--- config.mk ---
export PLATFORM = sky130hd
export DESIGN_NAME = rgb_pwm_fader_flat
export DESIGN_NICKNAME = d
export VERILOG_FILES = /design/src/rtl/rgb_pwm_fader_if.sv /design/src/rtl/rgb_pwm_fader.sv /design/src/flat_wrapper.sv
export SDC_FILE = /design/constraint.sdc
export NUM_CORES = 1
export LEC_CHECK = 0
export CAP_MARGIN = 40
export CORE_UTILIZATION = 30
export CTS_BUF_LIST = sky130_fd_sc_hd__clkbuf_8 sky130_fd_sc_hd__clkbuf_16
export DETAILED_ROUTE_END_ITERATION = 6
export GPL_TIMING_DRIVEN = 0
export SYNTH_ARGS = -nofsm -noshare
export SYNTH_HDL_FRONTEND = slang
export SYNTH_SLANG_ARGS = --single-unit
--- constraint.sdc ---
create_clock -name clk_i -period 3.06 [get_ports clk_i]
set_input_delay 0.459 -clock clk_i [delete_from_list [all_inputs] [get_ports clk_i]]
set_output_delay 0.459 -clock clk_i [all_outputs]
set_load 0.01 [all_outputs]
--- src/rtl/rgb_pwm_fader_if.sv ---
// rgb_pwm_fader bus: colour targets in, LED pins and status out.
// Parameterised so level widths follow PWM_BITS.
interface rgb_pwm_fader_if #(
  parameter int PWM_BITS = 8
);
  logic [PWM_BITS-1:0] r_i;
  logic [PWM_BITS-1:0] g_i;
  logic [PWM_BITS-1:0] b_i;
  logic                load_i;
  logic                led_r_o;
  logic                led_g_o;
  logic                led_b_o;
  logic                busy_o;
  logic                period_o;

  modport master (
    output r_i,
    output g_i,
    output b_i,
    output load_i,
    input  led_r_o,
    input  led_g_o,
    input  led_b_o,
    input  busy_o,
    input  period_o
  );

  modport slave (
    input  r_i,
    input  g_i,
    input  b_i,
    input  load_i,
    output led_r_o,
    output led_g_o,
    output led_b_o,
    output busy_o,
    output period_o
  );
endinterface

--- src/rtl/rgb_pwm_fader.sv ---
// Three-channel PWM LED driver with linear fading toward loaded targets.
// Levels only move at period boundaries, so pulses are never truncated.
module rgb_pwm_fader #(
  parameter int PWM_BITS     = 8,
  parameter int FADE_PERIODS = 4,
  parameter bit ACTIVE_LOW   = 1'b0
) (
  input  logic           clk_i,
  input  logic           rst_i,
  rgb_pwm_fader_if.slave bus
);

  localparam int FW = (FADE_PERIODS > 1) ? $clog2(FADE_PERIODS) : 1;
  localparam int FL = (FADE_PERIODS > 0) ? FADE_PERIODS - 1 : 0;

  localparam logic [PWM_BITS-1:0] CNT_MAX = '1;
  localparam logic [PWM_BITS-1:0] LVL_ONE = PWM_BITS'(1);
  localparam logic [FW-1:0]       FD_ONE  = FW'(1);
  localparam logic [FW-1:0]       FD_LAST = FW'(FL);
  localparam logic                LED_OFF = ACTIVE_LOW;

  typedef logic [2:0][PWM_BITS-1:0] lvl3_t;

  logic [PWM_BITS-1:0] r_cnt;
  logic [FW-1:0]       r_fade;
  lvl3_t               r_cur;
  lvl3_t               r_tgt;
  logic [2:0]          r_led;
  logic                r_busy;
  logic                r_period;

  lvl3_t               w_in;
  lvl3_t               w_cur_nxt;
  lvl3_t               w_tgt_nxt;
  logic [FW-1:0]       w_fade_nxt;
  logic                w_end;
  logic                w_step;
  logic                w_busy_nxt;

  assign w_in  = {bus.b_i, bus.g_i, bus.r_i};
  assign w_end = (r_cnt == CNT_MAX);

  always_comb begin
    w_fade_nxt = r_fade;
    w_step     = 1'b0;
    if (w_end) begin
      if (FADE_PERIODS == 0) begin
        w_step = 1'b1;
      end else if (r_fade == FD_LAST) begin
        w_fade_nxt = '0;
        w_step     = 1'b1;
      end else begin
        w_fade_nxt = r_fade + FD_ONE;
      end
    end
  end

  // Step compares against the targets held before this edge
  always_comb begin
    w_cur_nxt = r_cur;
    for (int ch = 0; ch < 3; ch++) begin
      if (w_step) begin
        if (FADE_PERIODS == 0) begin
          w_cur_nxt[ch] = r_tgt[ch];
        end else if (r_cur[ch] < r_tgt[ch]) begin
          w_cur_nxt[ch] = r_cur[ch] + LVL_ONE;
        end else if (r_cur[ch] > r_tgt[ch]) begin
          w_cur_nxt[ch] = r_cur[ch] - LVL_ONE;
        end
      end
    end
  end

  always_comb begin
    w_tgt_nxt  = bus.load_i ? w_in : r_tgt;
    w_busy_nxt = (w_cur_nxt != w_tgt_nxt);
  end

  always_ff @(posedge clk_i or posedge rst_i) begin
    if (rst_i) begin
      r_cnt    <= '0;
      r_fade   <= '0;
      r_cur    <= '0;
      r_tgt    <= '0;
      r_led    <= {3{LED_OFF}};
      r_busy   <= 1'b0;
      r_period <= 1'b0;
    end else begin
      r_cnt    <= r_cnt + LVL_ONE;
      r_fade   <= w_fade_nxt;
      r_cur    <= w_cur_nxt;
      r_tgt    <= w_tgt_nxt;
      r_busy   <= w_busy_nxt;
      r_period <= (r_cnt == '0);
      for (int ch = 0; ch < 3; ch++) begin
        r_led[ch] <= (r_cur[ch] > r_cnt) ^ LED_OFF;
      end
    end
  end

  assign bus.led_r_o  = r_led[0];
  assign bus.led_g_o  = r_led[1];
  assign bus.led_b_o  = r_led[2];
  assign bus.busy_o   = r_busy;
  assign bus.period_o = r_period;

endmodule

--- src/flat_wrapper.sv ---
// flat-port wrapper written by rule: the top's interface ports become plain ports
module rgb_pwm_fader_flat 
#(
  parameter int PWM_BITS     = 8,
  parameter int FADE_PERIODS = 4,
  parameter bit ACTIVE_LOW   = 1'b0
)
  (clk_i, rst_i, bus_r_i, bus_g_i, bus_b_i, bus_load_i, bus_led_r_o, bus_led_g_o, bus_led_b_o, bus_busy_o, bus_period_o);
  rgb_pwm_fader_if #(.PWM_BITS(PWM_BITS)) bus_i ();
  input  logic clk_i;
  input  logic rst_i;
  input wire logic [$bits(bus_i.r_i)-1:0] bus_r_i;
  input wire logic [$bits(bus_i.g_i)-1:0] bus_g_i;
  input wire logic [$bits(bus_i.b_i)-1:0] bus_b_i;
  input wire logic [$bits(bus_i.load_i)-1:0] bus_load_i;
  output wire logic [$bits(bus_i.led_r_o)-1:0] bus_led_r_o;
  output wire logic [$bits(bus_i.led_g_o)-1:0] bus_led_g_o;
  output wire logic [$bits(bus_i.led_b_o)-1:0] bus_led_b_o;
  output wire logic [$bits(bus_i.busy_o)-1:0] bus_busy_o;
  output wire logic [$bits(bus_i.period_o)-1:0] bus_period_o;
  assign bus_i.r_i = bus_r_i;
  assign bus_i.g_i = bus_g_i;
  assign bus_i.b_i = bus_b_i;
  assign bus_i.load_i = bus_load_i;
  assign bus_led_r_o = bus_i.led_r_o;
  assign bus_led_g_o = bus_i.led_g_o;
  assign bus_led_b_o = bus_i.led_b_o;
  assign bus_busy_o = bus_i.busy_o;
  assign bus_period_o = bus_i.period_o;
  rgb_pwm_fader #(.PWM_BITS(PWM_BITS), .FADE_PERIODS(FADE_PERIODS), .ACTIVE_LOW(ACTIVE_LOW)) u_core (.clk_i(clk_i), .rst_i(rst_i), .bus(bus_i));
endmodule
======== After elaboration in Yosys (flattened, before gate mapping) ========
Cells that the tools add are included.
word-level totals
  RAM bits ................................ 0
  register bits ........................... 63
  logic and storage cells ................. 45
  output and inout port bits .............. 5
  latch bits .............................. 0
  bits of input ports ..................... 27
  memories ................................ 0
  memory bits (read-only) ................. 0
cells by class
  bitwise operators ....................... 0
  equality and inequality tests ........... 3
  reduce and logical (&&, ||, !) cells .... 1
  multipliers ............................. 0
  $add $sub $neg .......................... 8
  div/mod/pow operators ................... 0
  shifts and indexed selects .............. 0
  $lt $le $gt $ge ......................... 9
  multiplexer cells ....................... 13
operators by type and width
  cell                                               number
  2-to-1 mux 8 bit                                   9
  > comparator 8 bit                                 6
  adder 8 x 1 -> 8 bit (second input constant)       4
  < comparator 8 bit                                 3
  2-to-1 mux 24 bit                                  1
  != test 24 bit                                     1
  subtractor 8 x 1 -> 8 bit (second input constant)  3
  == test 8 bit (second input constant)              1
  logical NOT 8 bit                                  1
  adder 2 x 1 -> 2 bit (second input constant)       1
  == test 2 bit (second input constant)              1
  2-to-1 mux 1 bit                                   2
  2-to-1 mux 2 bit                                   1

======== Logic depth before layout (Yosys ltp) ========
Gate-level depths: netlist of the first run.
  depth in word-level cells ............... 5
  gate-level depth with buffers ........... 12
  mapped depth without buffers ............ 11

======== Least setup slack after synthesis of the first run ========
No wires, ideal clock.
  path kind ............................... register to register
  start point ............................. register u_core.r_cur[9] in the netlist's numbering
  end point ............................... register u_core.r_busy, in the netlist u_core.bus.busy_o
  clock period less this slack ............ 2.707 ns
  setup time .............................. 0.140 ns
  buffers on the path ..................... 0
  stages on the path, launching flop included .. 11
  path slack .............................. 0.353 ns
  arrival time ............................ 2.567 ns
  required time ........................... 2.920 ns
  cell sequence ........................... dfrtp_1 -> ha_1 -> nor2b_1 -> o211ai_1 -> a21oi_1 -> nor4b_1 -> o21ai_0 -> xor2_1 -> a2111o_1 -> nor4_1 -> nand4_1
between the ends
  cells in the longest elaborated chain, start to end .. 5
  elaborated cells between the ends (all ways) .. 8
  those cells by class .................... add/sub (2); order compare (2); eq/ne (1); mux (3)
ends and longest elaborated chain
  element                                                                 RTL line                                  RTL
  start: declaration                                                      rgb_pwm_fader.sv:26                       lvl3_t r_cur;
  start signal: assignment                                                rgb_pwm_fader.sv:91                       r_cur <= w_cur_nxt;
  subtractor 8 x 1 -> 8 bit / > comparator 8 bit (equally long branches)  rgb_pwm_fader.sv:68, rgb_pwm_fader.sv:67
  2-to-1 mux 8 bit                                                        rgb_pwm_fader.sv:67                       end else if (r_cur[ch] > r_tgt[ch]) begin
  2-to-1 mux 8 bit                                                        rgb_pwm_fader.sv:65                       end else if (r_cur[ch] < r_tgt[ch]) begin
  2-to-1 mux 8 bit (*)                                                    rgb_pwm_fader.sv:62                       if (w_step) begin
  != test 24 bit (*)                                                      rgb_pwm_fader.sv:76                       w_busy_nxt = (w_cur_nxt != w_tgt_nxt);
  named net u_core.w_busy_nxt                                             rgb_pwm_fader.sv:38                       logic w_busy_nxt;
  end signal: assignment                                                  rgb_pwm_fader.sv:93                       r_busy <= w_busy_nxt;
  end: declaration                                                        rgb_pwm_fader.sv:29                       logic r_busy;
The timed path passes the listed nets; every way through them passes the cells marked *.
A chain may end at the register's enable or synchronous reset.

======== Final worst setup path of the first run ========
Ends and elaborated chain as after synthesis.

==> out/results.ini, run 1 <==
[finish]
syn_to_final_growth_pct = 29.3
final_nets = 655
final_common_cell = ha_1
mostFrequentLayoutCells = ha_1, dfrtp_1, inv_1, clkdlybuf4s50_1, xnor2_1
drive_gt1_share_pct = 19.1
diodes = 0
nFillCells = 1455
utilization_pct = 39.7

[timing]
slew_viol_final = 0
period_needed_ps = 2970
hold_violations = 0
fmax_mhz = 337
tightest_slew_ps = 815
fin_skew_ps = 10.8
final-setup-viol-count = 0
finalCritPeriodShare_pct = 97.1
relSlewSlack_pct = 45.7

[clocking]
clk_latency_ps = 350
clockBufferDepth = 2
cts-hold-fix-buffers = 0
cts_buffers = 9
cts_root_buf = clkbuf_16
clkTransAtPathRegs_ps = 60
cts.htree.levels = 3
cts_tree = done
cts_sinks = 63

[min_path]
hold_path_class = reg -> reg
min_path_cells = 1
min_from = u_core.r_fade[1]$_DFFE_PP0N_
hold_end = u_core.r_fade[1]$_DFFE_PP0N_

[routing]
wl_per_cell_um = 17.1
drt-initial-drc-count = 370
wl_mm = 13.0
via_per_inst = 5.33
drtAntennaViolNets = 0
vias = 4074
drt_pass1_iterations = 5
drc = 0

[synth]
avgSynthCellArea_sq_um = 9.30
syn_area_sq_um = 4650
yosysUniqueCellTypes = 53
synthArstFlopShare_pct = 100
syn-num-nets = 584
synth_seq_area_share_pct = 33.9
synth-edff-count = 0
synth_seq_cells = 63
synth_warnings = 0
synth_cells = 500
yosys_most_used_dff = dfrtp_1

[flow_run]
drv_cap = 0

[placed_design]
place_congestion = 0.906
dp_hpwl_mm = 9.23
port_buffers = 31

[pwr]
leakage_nw = 2.68
power_density_nw_per_um2 = 404
power_w = 0.00243
vdd_drop_max_uv = 259

[floorplan]
io_pins = 32
fp.dieArea_sq_um = 16000
die_w_um = 126
rows = 45
die_height_um = 126
coreArea_sq_um = 15100
initial_core_util_pct = 30.7

[worst_setup_path]
reg2regPathDepth = 11
path_max_fanout = 5
start_kind = register
crit_arrival_ps = 3170
crit_path_end_kind = register
rr_endpoint = u_core.bus.busy_o$_DFF_PP0_
ff2ff_setup_slack_ps = 90
r2r-start = u_core.r_cur[9]$_DFF_PP0_
required_ps = 3260
crit_type = reg -> reg

[grt]
grt.total_usage_pct = 16.4
overflow = 0
grt_pass1_wl_mm = 20.2
grt_antenna_before_repair = 0
grt_pass1_vias = 3887
grt_max_degree = 64

[status]
status = finished clean

==> layer usage <==
layer | vias to the layer above | GRT usage, % | wire length (um) | part of all wire (%)
met5 | - | 0 | 0 | 0
met4 | 0 | 6.31 | 302 | 2.3
met3 | 29 | 4.01 | 639 | 4.9
met2 | 107 | 26.5 | 6010 | 46
met1 | 1966 | 21.2 | 6090 | 47
li1 | 1972 | - | - | -
==> state kept, by name (all words and copies together) (netlist names) <==
name,cells
u_core.r_cur,24
u_core.r_tgt,24
u_core.r_cnt,8
u_core.r_led,3
u_core.r_fade,2
u_core.bus.busy_o,1
u_core.bus.period_o,1
==> per-stage QoR <==
stage          instances  worst slack, ps  hold slack, ps  instance area [sq um]  TNS, ps
6_report             764             88.9             510                   6010        0
5_1_grt              764            -33.0             532                   6010    -33.0
4_1_cts              739            0.762             517                   5640        0
3_5_place_dp         719             -859             502                   5200     -893
3_3_place_gp         719             -880             493                   5190   -15760
2_1_floorplan        500              353             480                   4650        0
==> cell usage after synthesis (7+ instances only) <==
cell      instances  share of area, %
xnor2_1          29               5.5
o21ai_0          33               3.6
nor2_1           20               1.6
a21o_1           12               1.9
mux2i_1           9               1.9
nand3_1          14               1.5
ha_1             57                15
nand2_1          25               2.0
nand4_1          26               3.5
inv_1            50               4.0
a21oi_1          29               3.1
o21a_1            7               1.1
dfrtp_1          63                34
nor4_1            8               1.1
clkbuf_1          7              0.57
xor2_1           18               3.4
nor3_1           16               1.7
nor2b_1           7              0.94
==> worst max-delay path by stage <==
stage               cells after the start                        from  slack [ps]                          end
floorplan                              10   u_core.r_cur[9]$_DFF_PP0_         350  u_core.bus.busy_o$_DFF_PP0_
detailed placement                      9                  bus_load_i        -860  u_core.bus.busy_o$_DFF_PP0_
global route                           10  u_core.r_cur[17]$_DFF_PP0_         -30  u_core.bus.busy_o$_DFF_PP0_
finish                                 11   u_core.r_cur[9]$_DFF_PP0_          90  u_core.bus.busy_o$_DFF_PP0_
global placement                        9                  bus_load_i        -880  u_core.bus.busy_o$_DFF_PP0_
CTS                                    10  u_core.r_cur[22]$_DFF_PP0_         0.8  u_core.bus.busy_o$_DFF_PP0_
==> what timing repair did <==
action	in CTS	in global routing
resized for setup	18	54
buffers inserted	4	24
pin swaps	4	20
setup endpoints to repair	2	1
gates cloned	0	1
==> critical path, stage by stage (launching register included) <==
cell and delay, ps:
dfrtp_2 440, ha_1 300, nor2b_1 140, o211ai_1 100, buf_4 160, a21o_1 200
a2111oi_2 310, o21ai_1 130, xor2_1 190, a2111o_1 440, nor4_2 270, nand4_1 150
==> cell type report <==
class                   instances  area, sq um  share of cell area (%)
multi-input cells             377         3040                    50.6
clock buffers                   9          225                    3.75
repair buffers                 60          526                    8.75
plain buffers                  10         53.8                   0.895
inverters                      50          190                    3.17
flip-flops and latches         63         1590                    26.5
clock inverters                 7          144                    2.39
well taps                     188          235                    3.92
==> power breakdown <==
part / switching (W) / total, W / internal (W)
sequential: 0.0000104 / 0.000873 / 0.000863
combinational: 0.000143 / 0.000256 / 0.000113
clock: 0.000420 / 0.00130 / 0.000881
total: 0.000574 / 0.00243 / 0.00186
==> logic make-up after synthesis <==
group | Yosys count | share of synthesized area, %
mux | 14 | 3.15
buf+inv | 60 | 4.90
compound gates | 113 | 15.8
xor+xnor | 50 | 10.3
fa+ha+maj | 57 | 15.3
flops | 63 | 33.9
simple gates | 143 | 16.6
Note: power is estimated with default switching activity, not from simulation.
==> run 2: changes to the inputs <==
CORE_MARGIN = 2   (was unset)
==> run 2 against run 1 <==
First-iteration DRC count fell by 11%. Largest cell class unchanged. Routed wire length up 2.2%. Die area up 3.2%. Largest power group unchanged. Clock-buffer cell count is 1 higher. Combinational power increased by 2%. Global-route usage is essentially flat. Design area up 2.3%. Clock power fell by 7%. Via count increased by 1.5%. Flip-flop and latch count stayed put.
==> out/results.ini, run 2 (same netlist as run 1, synthesis figures left out) <==
[routing]
wl_mm = 13.3  ; was 13.0 mm
vias = 4135  ; was 4074
drtAntennaViolNets = 0  ; unchanged
drt_pass1_iterations = 5  ; unchanged
drc = 0  ; unchanged
wl_per_cell_um = 17.1  ; about the same
via_per_inst = 5.32  ; was 5.33
drt-initial-drc-count = 329  ; was 370

[pwr]
power_frac_comb_pct = 11.1  ; was 10.5%
p_sw_share_pct = 23.7  ; was 23.6%
power_density_nw_per_um2 = 382  ; was 404 nW/um^2
p_int_w = 0.00179  ; was 0.00186 W
p_seq_share_pct = 37.2  ; was 35.9%
switching_power_w = 0.000556  ; was 0.000574 W
clkPwrFrac_pct = 51.7  ; was 53.5%
power_w = 0.00235  ; was 0.00243 W
vdd_drop_max_uv = 256  ; was 259 uV
leakage_nw = 2.75  ; was 2.68 nW

[worst_setup_path]
path_cells = ha_4 -> nand4_1 -> or2_1 -> buf_6 -> buf_2 -> o32ai_2 -> xnor2_1 -> a221oi_1 -> nor4bb_4 -> nand4_1  ; was ha_1 -> nor2b_1 -> o211ai_1 -> buf_4 -> a21o_1 -> a2111oi_2 -> o21ai_1 -> xor2_1 -> a2111o_1 -> nor4_2 -> nand4_1
cpLargestDelayFamily = simple AND/OR/NAND/NOR gates  ; was compound AO/OA/AOI/OAI gates
max_stage_delay_ps = 400  ; was 440 ps
critPathLaunch = u_core.r_cnt[1]$_DFF_PP0_  ; was u_core.r_cur[9]$_DFF_PP0_
required_ps = 3260  ; about the same
crit_arrival_ps = 3170  ; about the same
cpMaxStageDelayCell = dfrtp_1  ; was dfrtp_2
crit_top_cell = nand4_1
r2r-start = u_core.r_cnt[1]$_DFF_PP0_  ; was u_core.r_cur[9]$_DFF_PP0_
crit_type = reg -> reg  ; unchanged
path_max_fanout = 10  ; was 5
path_buf_inv = 2  ; was 1
crit_path_end_kind = register  ; unchanged
start_kind = register  ; unchanged

[min_path]
hold_path_class = reg -> reg  ; unchanged
min_from = u_core.r_fade[1]$_DFFE_PP0N_  ; unchanged

[timing]
finalHoldWorstSlack_ps = 519  ; was 510 ps
hold_violations = 0  ; unchanged
period_needed_ps = 2980  ; was 2970 ps
fin_skew_ps = 8.56  ; was 10.8 ps
final-setup-viol-count = 0  ; unchanged
relSlewSlack_pct = 51.4  ; was 45.7%
fmax_mhz = 336  ; was 337 MHz
finalCritPeriodShare_pct = 97.3  ; was 97.1%
layout_setup_ws_ps = 81.5  ; was 88.9 ps
tightest_slew_ps = 729  ; was 815 ps
slew_viol_final = 0  ; unchanged

[clocking]
cts_sinks = 63  ; unchanged
cts_root_buf = clkbuf_16  ; unchanged
cts-hold-fix-buffers = 0  ; unchanged
clk_latency_ps = 350  ; about the same
cts_tree = done  ; unchanged
cts.htree.levels = 3  ; unchanged
clkTransAtPathRegs_ps = 50  ; was 60 ps
clockBufferDepth = 2  ; unchanged
cts_buffers = 9  ; unchanged

[floorplan]
die_w_um = 128  ; was 126 um
die_height_um = 128  ; was 126 um
fp.dieArea_sq_um = 16500  ; was 16000 sq um
rows = 45  ; unchanged
coreArea_sq_um = 15100  ; unchanged
io_pins = 32  ; unchanged
initial_core_util_pct = 30.7  ; unchanged

[grt]
grt_antenna_before_repair = 0  ; unchanged
grt.total_usage_pct = 16.4  ; about the same
grt_pass1_wl_mm = 20.7  ; was 20.2 mm
grt_pass1_vias = 3922  ; was 3887
overflow = 0  ; unchanged
grt_max_degree = 64  ; unchanged

[flow_run]
drv_cap = 0  ; unchanged

[finish]
nFillCells = 1455  ; unchanged
mostFrequentLayoutCells = ha_1, dfrtp_1, inv_1, buf_4, clkdlybuf4s50_1  ; was ha_1, dfrtp_1, inv_1, clkdlybuf4s50_1, xnor2_1
stdcell_area_sq_um = 6150  ; was 6010 sq um
multi_input_area_sq_um = 3080  ; was 3040 sq um
top_regs = u_core.r_cur (24), u_core.r_tgt (24), u_core.r_cnt (8)  ; unchanged
syn_to_final_growth_pct = 32.3  ; was 29.3%
seqCellArea_sq_um = 1590  ; about the same
drive_gt1_share_pct = 22.2  ; was 19.1%
utilization_pct = 40.6  ; was 39.7%
final_nets = 668  ; was 655
diodes = 0  ; unchanged
final_common_cell = ha_1  ; unchanged

[placed_design]
placed_cell_area_sq_um = 5220  ; was 5200 sq um
dp_worst_setup_slack_ps = -857  ; was -859 ps
place_congestion = 0.868  ; was 0.906
dp_hpwl_mm = 9.46  ; was 9.23 mm
port_buffers = 31  ; unchanged

[status]
status = finished clean  ; unchanged

run 2: path summary, 6_finish.rpt:
kind / slack (ps) / depth (start not counted) / end
setup / recovery: 80 / 10 / u_core.bus.busy_o$_DFF_PP0_
hold reg to reg: 520 / 1 / u_core.r_fade[1]$_DFFE_PP0N_
setup reg to reg: 80 / 10 / u_core.bus.busy_o$_DFF_PP0_
max in group asynchronous: 2220 / 3 / u_core.r_cur[17]$_DFF_PP0_
hold / removal: 520 / 1 / u_core.r_fade[1]$_DFFE_PP0N_
min in group asynchronous: 540 / 3 / u_core.r_cur[5]$_DFF_PP0_
run 2: timing repair:
action	in CTS	in global routing
pin swaps	4	21
setup buffers	6	35
setup endpoints to repair	2	1
resized for setup	17	61
run 2: area by class of cell:
cell class | instances | area share (%)
Tap cell | 188 | 3.83
Sequential cell | 63 | 25.9
Multi-Input combinational cell | 377 | 50.1
Timing Repair Buffer | 73 | 10.5
Clock buffer | 10 | 3.89
Clock inverter | 6 | 1.75
Inverter | 50 | 3.13
Buffer | 10 | 0.875
run 2: power by group through the flow:
stage          Clock, W  Combinational [W]  Sequential, W
6_report        0.00121           0.000260       0.000874
5_1_grt         0.00127           0.000292       0.000877
4_1_cts         0.00124           0.000245       0.000873
3_5_place_dp          0           0.000239       0.000888
3_3_place_gp          0           0.000231       0.000888
2_1_floorplan         0           0.000147       0.000886
run 2: per-layer routing:
metal | part of all wire, % | global-route usage [%] | vias up
met2 | 47 | 26.3 | 114
met4 | 2.4 | 6.21 | 0
met1 | 47 | 21.7 | 1993
met5 | 0 | 0 | -
li1 | - | - | 1997
met3 | 3.8 | 3.53 | 31
run 2: stage by stage:
stage,std cells,setup TNS (ps)
after global placement,719,-17190
after detailed placement,720,-935
after global routing,777,-33.9
after CTS,742,0
after floorplan,500,0
final,777,0
